`src/rtl/ga_palette_regs.sv`:
```
// ---------------------------------------------------------------------------
// ga_palette_regs
//
// Gate-array style palette and control registers. The CPU writes them
// through a decoded I/O strobe. Ink writes go either straight to the active
// palette, or into a shadow copy that a small FSM commits on the next VSYNC
// rise.
//
// Ports
//   CLK_n        in   1     sole clock; all state changes on its rising edge
//   RESET        in   1     synchronous, active-high reset
//   M1_n, A14, A15, IORQ_n, S0, S7
//                in   1     bus decode inputs and write strobe
//   D            in   8     CPU data bus
//   VSYNC        in   1     frame sync, synchronous to CLK_n; triggers commit
//   PEN_IDX      in   IDXW  pixel-path pen index
//   PEN_COL      out  COLW  active palette entry PEN_IDX (combinational)
//   BORDER       out  COLW  border colour
//   MODE         out  2     screen mode
//   HROMEN       out  1     upper ROM disable
//   LROMEN       out  1     lower ROM disable
//   IRQ_RESET    out  1     one-cycle interrupt-counter reset pulse
//   COMMIT_BUSY  out  1     high while the shadow palette is being copied
// ---------------------------------------------------------------------------
module ga_palette_regs #(
   parameter int         PENS       = 16,
   parameter int         COLW       = 5,
   parameter logic [4:0] BORDER_RST = 5'h10
) (
   input  logic                    CLK_n,
   input  logic                    RESET,
   input  logic                    M1_n,
   input  logic                    A14,
   input  logic                    A15,
   input  logic                    IORQ_n,
   input  logic                    S0,
   input  logic                    S7,
   input  logic [7:0]              D,
   input  logic                    VSYNC,
   input  logic [$clog2(PENS)-1:0] PEN_IDX,
   output logic [COLW-1:0]         PEN_COL,
   output logic [COLW-1:0]         BORDER,
   output logic [1:0]              MODE,
   output logic                    HROMEN,
   output logic                    LROMEN,
   output logic                    IRQ_RESET,
   output logic                    COMMIT_BUSY
);

   localparam int                 IDXW     = $clog2(PENS);
   localparam logic [4:0]         PENS5    = 5'(PENS);
   localparam logic [3:0]         IDX_MASK = 4'(PENS - 1);
   localparam logic [IDXW-1:0]    CNT_LAST = IDXW'(PENS - 1);

   typedef logic [COLW-1:0] col_t;
   typedef enum logic {ST_IDLE, ST_COPY} state_t;

   // CPU-visible control state
   logic [4:0] inksel;       // [4] selects border, [3:0] pen number
   logic       autoinc;
   logic       defer;

   // Palette storage
   col_t shadow [PENS];
   col_t active [PENS];

   // Commit machinery
   state_t          state;
   logic [IDXW-1:0] cnt;
   logic            pending;
   logic            vsync_q;

   // Decoded strobes
   logic            sel;
   logic            pen_sel_wr;
   logic            border_wr;
   logic            ink_wr;
   logic            pen_wr;
   logic            ctrl_wr;
   logic            commit_start;
   logic [IDXW-1:0] pen;
   logic [3:0]      ink_next;

   always_comb begin
      // NOTE: every signal gets a default before any branch, so no path can
      // leave a value held over and infer a latch.
      sel          = 1'b0;
      pen_sel_wr   = 1'b0;
      border_wr    = 1'b0;
      ink_wr       = 1'b0;
      pen_wr       = 1'b0;
      ctrl_wr      = 1'b0;
      commit_start = 1'b0;

      sel = M1_n & A14 & ~A15 & ~IORQ_n & S0 & S7;
      if (sel) begin
         case (D[7:6])
            2'b00:   pen_sel_wr = 1'b1;
            2'b01: begin
               border_wr = inksel[4];
               ink_wr    = ~inksel[4];
            end
            2'b10:   ctrl_wr = 1'b1;
            default: ;  // 2'b11 is not decoded
         endcase
      end

      // Pen numbers at or above PENS are dropped silently, but the write
      // still counts for auto-increment below.
      pen_wr = ink_wr && ({1'b0, inksel[3:0]} < PENS5);

      commit_start = VSYNC & ~vsync_q & pending & (state == ST_IDLE);
   end

   assign pen      = inksel[IDXW-1:0];
   // PENS is a power of two, so masking the 4-bit sum gives the modulo.
   assign ink_next = (inksel[3:0] + 4'd1) & IDX_MASK;

   // CPU control registers
   always_ff @(posedge CLK_n) begin
      // NOTE: sequential state is assigned with <= only, so every block reads
      // the pre-edge values no matter what order the blocks run in.
      if (RESET) begin
         inksel    <= '0;
         autoinc   <= 1'b0;
         defer     <= 1'b0;
         BORDER    <= BORDER_RST[COLW-1:0];
         MODE      <= 2'b00;
         HROMEN    <= 1'b0;
         LROMEN    <= 1'b0;
         IRQ_RESET <= 1'b0;
      end else begin
         IRQ_RESET <= ctrl_wr & D[4];

         if (pen_sel_wr) begin
            inksel  <= D[4:0];
            autoinc <= D[5];
         end else if (ink_wr && autoinc) begin
            inksel[3:0] <= ink_next;
         end

         if (border_wr) begin
            BORDER <= D[COLW-1:0];
         end

         if (ctrl_wr) begin
            defer  <= D[5];
            HROMEN <= D[3];
            LROMEN <= D[2];
            MODE   <= D[1:0];
         end
      end
   end

   // Shadow and active palettes
   always_ff @(posedge CLK_n) begin
      if (RESET) begin
         // NOTE: the palette arrays are cleared on reset because the pixel
         // path must show pen 0 colour, not garbage, right after reset.
         for (int i = 0; i < PENS; i++) begin
            shadow[i] <= '0;
            active[i] <= '0;
         end
      end else begin
         if (state == ST_COPY) begin
            active[cnt] <= shadow[cnt];
         end
         // This comes after the copy, so a direct CPU write to the pen
         // being copied on the same edge takes priority.
         if (pen_wr) begin
            shadow[pen] <= D[COLW-1:0];
            if (!defer) begin
               active[pen] <= D[COLW-1:0];
            end
         end
      end
   end

   // Commit FSM: copies every shadow entry into the active palette, one pen
   // per cycle, after a VSYNC rise that finds a pending deferred write.
   always_ff @(posedge CLK_n) begin
      if (RESET) begin
         state   <= ST_IDLE;
         cnt     <= '0;
         pending <= 1'b0;
         vsync_q <= 1'b0;
      end else begin
         vsync_q <= VSYNC;

         case (state)
            ST_IDLE: begin
               if (commit_start) begin
                  state <= ST_COPY;
                  cnt   <= '0;
               end
            end
            ST_COPY: begin
               cnt <= cnt + IDXW'(1);
               if (cnt == CNT_LAST) begin
                  state <= ST_IDLE;
               end
            end
            default: state <= ST_IDLE;
         endcase

         // A deferred write on the start edge must not be lost, so the set
         // outranks the clear.
         if (pen_wr && defer) begin
            pending <= 1'b1;
         end else if (commit_start) begin
            pending <= 1'b0;
         end
      end
   end

   assign COMMIT_BUSY = (state == ST_COPY);
   assign PEN_COL     = active[PEN_IDX];

endmodule
```
`config.mk`:
```
export PLATFORM = sky130hd
export DESIGN_NAME = ga_palette_regs
export DESIGN_NICKNAME = d
export VERILOG_FILES = /design/src/rtl/ga_palette_regs.sv
export SDC_FILE = /design/constraint.sdc
export NUM_CORES = 1
export LEC_CHECK = 0
export BUFFER_PORTS_ARGS = -buffer_cell sky130_fd_sc_hd__buf_4
export CAP_MARGIN = 20
export CORE_ASPECT_RATIO = 2
export CORE_MARGIN = 2
export CORE_UTILIZATION = 30
export CTS_BUF_LIST = sky130_fd_sc_hd__clkbuf_8
export CTS_CLUSTER_DIAMETER = 30
export DETAILED_ROUTE_END_ITERATION = 8
export SETUP_SLACK_MARGIN = 0.4
export SLEW_MARGIN = 20
export SYNTH_ARGS = -nofsm -noshare
export SYNTH_HDL_FRONTEND = slang
export SYNTH_SLANG_ARGS = --single-unit
```
`constraint.sdc`:
```
create_clock -name CLK_n -period 2.7 [get_ports CLK_n]
set_input_delay 0 -clock CLK_n [delete_from_list [all_inputs] [get_ports CLK_n]]
set_output_delay 0 -clock CLK_n [all_outputs]
set_load 0.02 [all_outputs]
```
[Yosys cells after proc, flatten, opt, wreduce, memory -nomap -nowiden]
Memories as Yosys holds them, arrays and structs flattened. A register that Yosys moved wholly into a read port is not among the register bits.
Index checks and enable logic that the tools add are counted.
Word-level totals
  bits in registers: 24
  RAM bits: 160
  bits of input ports: 21
  output and inout bits: 16
  word-level logic and storage cells: 83
  memories: 2
Operators by class
  add/subtract/negate cells: 2
  equal/unequal tests: 4
  multiplexer cells: 40
  bitwise gates (word level): 14
  reduce and logical (&&, ||, !) cells: 8
Memories
  active: depth 16, bits a word 5, read ports 1, clocked after memory_dff 0, wr ports 16, line 65  | col_t active [PENS];
  shadow: depth 16, bits a word 5, read ports 1, clocked after memory_dff 1, wr ports 16, line 64  | col_t shadow [PENS];
Operators with widths (number)
  2-to-1 mux 4 bit: 8
  2-to-1 mux 1 bit: 27
  2-to-1 mux 5 bit: 3
  OR reduction 5 bit: 3
  bitwise AND 1 bit: 9
  adder 4 x 1 -> 4 bit (second input constant): 2
  one-hot mux 4 bit (2 select lines): 1
  inverter 1 bit: 5
  equality test 4 bit (second input constant): 1
  nonzero test 2 bit: 2
  equality test 2 x 1 -> 1 bit (second input constant): 1
  equality test 2 bit (second input constant): 1
  logical AND 1 bit: 2
  zero test 2 bit: 1
  != test 2 bit (second input constant): 1
  one-hot mux 1 bit (2 select lines): 1

[Logic depth before layout (Yosys ltp)]
  depth in word-level cells: 11
  gate-level depth with buffers: 9
  gate-level depth less buffers: 6

[Worst setup path before layout]
OpenSTA, ideal clock, no wires.
  kind: register -> register
  from: register inksel[0]
  to: memory active[8][0] (netlist name), enable pin
  setup time: 0.311 ns
  arrival time: 2.054 ns
  data required time: 2.389 ns
  slack: 0.335 ns
  cell stages (with the launch flop): 10
  buffers on the path: 3
  clock period less this slack: 2.365 ns
  cell sequence: dfxtp_1 -> inv_1 -> ha_1 -> or3b_1 -> buf_2 -> or3_1 -> buf_2 -> buf_6 -> nor2_1 -> a211o_1
RTL lines
  from (decl): line 59  | logic [4:0] inksel;
  from (signal assigned): line 136  | inksel <= D[4:0];
  from (signal assigned): line 139  | inksel[3:0] <= ink_next;
  to (decl): line 65

==> results.sh <==
export IMPL_synthTopCellsByCount="160 x edfxtp_1, 71 x nand2_1, 69 x and2_1"
export IMPL_rows=93
export IMPL_hold_viol=0
export IMPL_ir_drop_mv=0.316
export IMPL_worst_pin_slew_ns=0.886
export IMPL_leakagePower_uw=0.00395
export IMPL_critPathMaxFanout=15
export IMPL_cts_buffers=17
export IMPL_status="completed"
export IMPL_hold_depth=4
export IMPL_design_die_area_mm2=0.0338
export IMPL_cp_slowest_cell="or3b_4"
export IMPL_synth_top_cell_by_area="edfxtp_1"
export IMPL_wl_per_cell_um=25.6
export IMPL_grt_pass1_vias=7701
export IMPL_syn_area_per_cell_um2=12.6
export IMPL_path_buf_inv=3
export IMPL_root_buffer="clkbuf_8"
export IMPL_wirelength_um=33200
export IMPL_power_density_mw_per_mm2=496
export IMPL_die_h_um=258
export IMPL_drt_pass1_iter_count=6
export IMPL_clock_latency_ns=0.50
export IMPL_period_needed_ns=2.36
export IMPL_hp_start="S7"
export IMPL_reg2reg_depth=8
export IMPL_fin_cells=1298
export IMPL_rsz0062_at_grt="yes"
export IMPL_yosysWarnings=0
export IMPL_ff2ff_setup_slack_ns=0.34
export IMPL_placedCellCount=1243
export IMPL_grt_max_degree=33
export IMPL_area_growth_pct=20.4
export IMPL_ys_flop_type="edfxtp_1"
export IMPL_synth_top_area_share=0.496
export IMPL_htree_levels=4
export IMPL_vias_per_cell=5.63
export IMPL_grt_total_usage=0.208
export IMPL_grt_antenna_before_repair=2
export IMPL_drive_above_1_share=0.290
export IMPL_start_util=0.303
export IMPL_drt_iter0_drc=671
export IMPL_clkTransAtPathRegs_ns=0.10
export IMPL_critPathLaunchType="flop"
export IMPL_seq_area_frac_synth=0.554
export IMPL_crit_arrival_ns=2.58
export IMPL_syn_inst=771
export IMPL_slowest_delay_ns=0.38
export IMPL_grt_pass1_wl_um=49700
export IMPL_path_cells="inv_2 -> ha_1 -> or3b_4 -> or3_4 -> buf_12 -> o311ai_4 -> buf_6 -> o221ai_1"
export IMPL_final_max_slew_viol_count=0
export IMPL_yosys_top_cells_area="edfxtp_1 50%, mux4_2 10%, dfxtp_1 5.8%"
export IMPL_grt_overflow_total=0
export IMPL_cts_num_sinks=188
export IMPL_setup_tns_final_ns=0
export IMPL_syn_area_mm2=0.00968
export IMPL_synth_async_sr_flop_share=0
export IMPL_yosys_cell_count_top_type="edfxtp_1"
export IMPL_ant_nets=0
export IMPL_drc_errors=0
export IMPL_period_share=0.874
export IMPL_hpwl_um=26000
export IMPL_setup_violations_final=0
export IMPL_yosysUniqueCellTypes=54
export IMPL_reg2reg_from="inksel[0]"
export IMPL_required_ns=2.92
export IMPL_cts_tree="built"
export IMPL_maxCapViolations=0
export IMPL_hold_path_end="pending"
export IMPL_setup_worst_path_class="flop to flop"
export IMPL_ys_ff_latch=188
export IMPL_io_pins=37
export IMPL_hold_ws_ns=0.0592
export IMPL_startpoint="inksel[0]"
export IMPL_die_width_um=131
export IMPL_finalNetCount=886
export IMPL_end_kind="flop"
export IMPL_vias=7312
export IMPL_core_area_mm2=0.0320
export IMPL_skew_ns=0.0171
export IMPL_cp_top_family="simple AND/OR/NAND/NOR gates"
export IMPL_synth_edf_count=160
export IMPL_slew_headroom=0.407
export IMPL_r2r_end="active[8][0]"
export IMPL_synth_nets=800
export IMPL_portBuffers=36
export IMPL_clk_path_buf_depth=2
export IMPL_fmax_mhz=424
export IMPL_worstHoldPathType="primary input to flop"
export IMPL_gp_congestion=1.07
-- power by group --
part	switching, uW	internal, uW	leakage, uW
Clock	1090	1030	0.000223
Sequential	33.1	3210	0.00188
Combinational	250	161	0.00185
-- per-layer routing --
layer | global-route usage | up-vias | wire length, um
met4 | 0.176 | 2 | 3410
met2 | 0.396 | 368 | 19000
met5 | 0 | - | 12
li1 | - | 3195 | -
met3 | 0.0356 | 181 | 1360
met1 | 0.177 | 3566 | 9460
-- layout make-up --
cell class	instances	area, um^2
Inverter	11	41.3
Clock inverter	15	215
Sequential cell	188	5370
Timing Repair Buffer	121	978
Fill cell	3068	20300
Multi-Input combinational cell	518	4280
Tap cell	427	534
Clock buffer	17	234
Antenna cell	1	2.50
-- placed cells by master (no fill, tap or decap), types with 3 or more instances in the layout --
cell,Yosys,final
a211o_1,14,10
a211oi_1,3,3
a21oi_1,7,7
and2_1,69,69
and3b_1,4,4
buf_12,0,3
buf_4,0,106
bufinv_16,0,4
clkbuf_8,0,17
dfxtp_1,28,25
dlygate4sd3_1,0,10
edfxtp_1,160,160
ha_1,8,8
inv_1,11,10
inv_6,0,3
mux2_4,0,3
mux2i_1,20,20
mux4_2,45,45
nand2_1,71,71
nand2b_1,8,8
nand3_1,10,10
nand3b_1,5,5
nand4_1,7,7
nor2_1,50,43
nor2_2,0,4
nor2_4,0,3
nor2b_1,9,9
nor3_1,21,14
nor3_2,1,5
nor3_4,0,3
nor4_1,7,7
o211ai_1,7,7
o21ai_0,12,11
o221ai_1,40,33
o221ai_2,0,7
o22ai_1,40,40
o311ai_4,0,4
or2_2,15,13
or3_1,5,4
-- what timing repair did --
action                                 4_1_cts  5_1_grt
endpoints found under the hold margin       21        0
gates resized for setup                     17       37
hold buffers                                10        0
buffers inserted                             2       10
pin swaps                                    3       13
setup endpoints to repair                   81      125
-- through the flow --
stage / util / worst slack (ns) / instance area, um^2 / power (uW)
2_1_floorplan: - / 0.391 / 9690 / 3520
3_3_place_gp: 0.336 / 0.163 / 10800 / 3700
3_5_place_dp: 0.336 / 0.143 / 10800 / 3710
4_1_cts: 0.357 / 0.315 / 11400 / 5800
5_1_grt: 0.364 / 0.293 / 11700 / 5940
6_report: 0.364 / 0.341 / 11700 / 5780
-- cell families after synthesis --
group,share of synthesized area
flops,0.554
mux,0.131
buf+inv,0.0270
compound gates,0.110
simple gates,0.166
xor+xnor,0.000905
fa+ha+maj,0.0103
-- sequential cells by signal, indices dropped and copies added, names as in the netlist, named ones only --
signal / cells
inksel: 5
autoinc: 1
cnt: 4
MODE: 2
shadow: 80
LROMEN: 1
HROMEN: 1
COMMIT_BUSY: 1
pending: 1
vsync_q: 1
defer: 1
BORDER: 5
IRQ_RESET: 1
active: 80
-- worst reg2reg max path, cell delays in order (launching register included) --
cell,delay (ns)
dfxtp_2,0.35
inv_2,0.09
ha_1,0.15
or3b_4,0.38
or3_4,0.35
buf_12,0.17
o311ai_4,0.29
buf_6,0.18
o221ai_1,0.14
-- worst max-delay path by stage --
stage                   endpoint  slack [ns]  depth (start not counted)
CTS                 active[0][0]        0.31                          7
global placement    active[8][2]        0.16                          7
finish              active[8][0]        0.34                          8
detailed placement  active[8][2]        0.14                          7
floorplan           active[0][0]        0.39                          9
global route        active[8][4]        0.29                          8
Note: power is estimated with default switching activity, not from simulation.
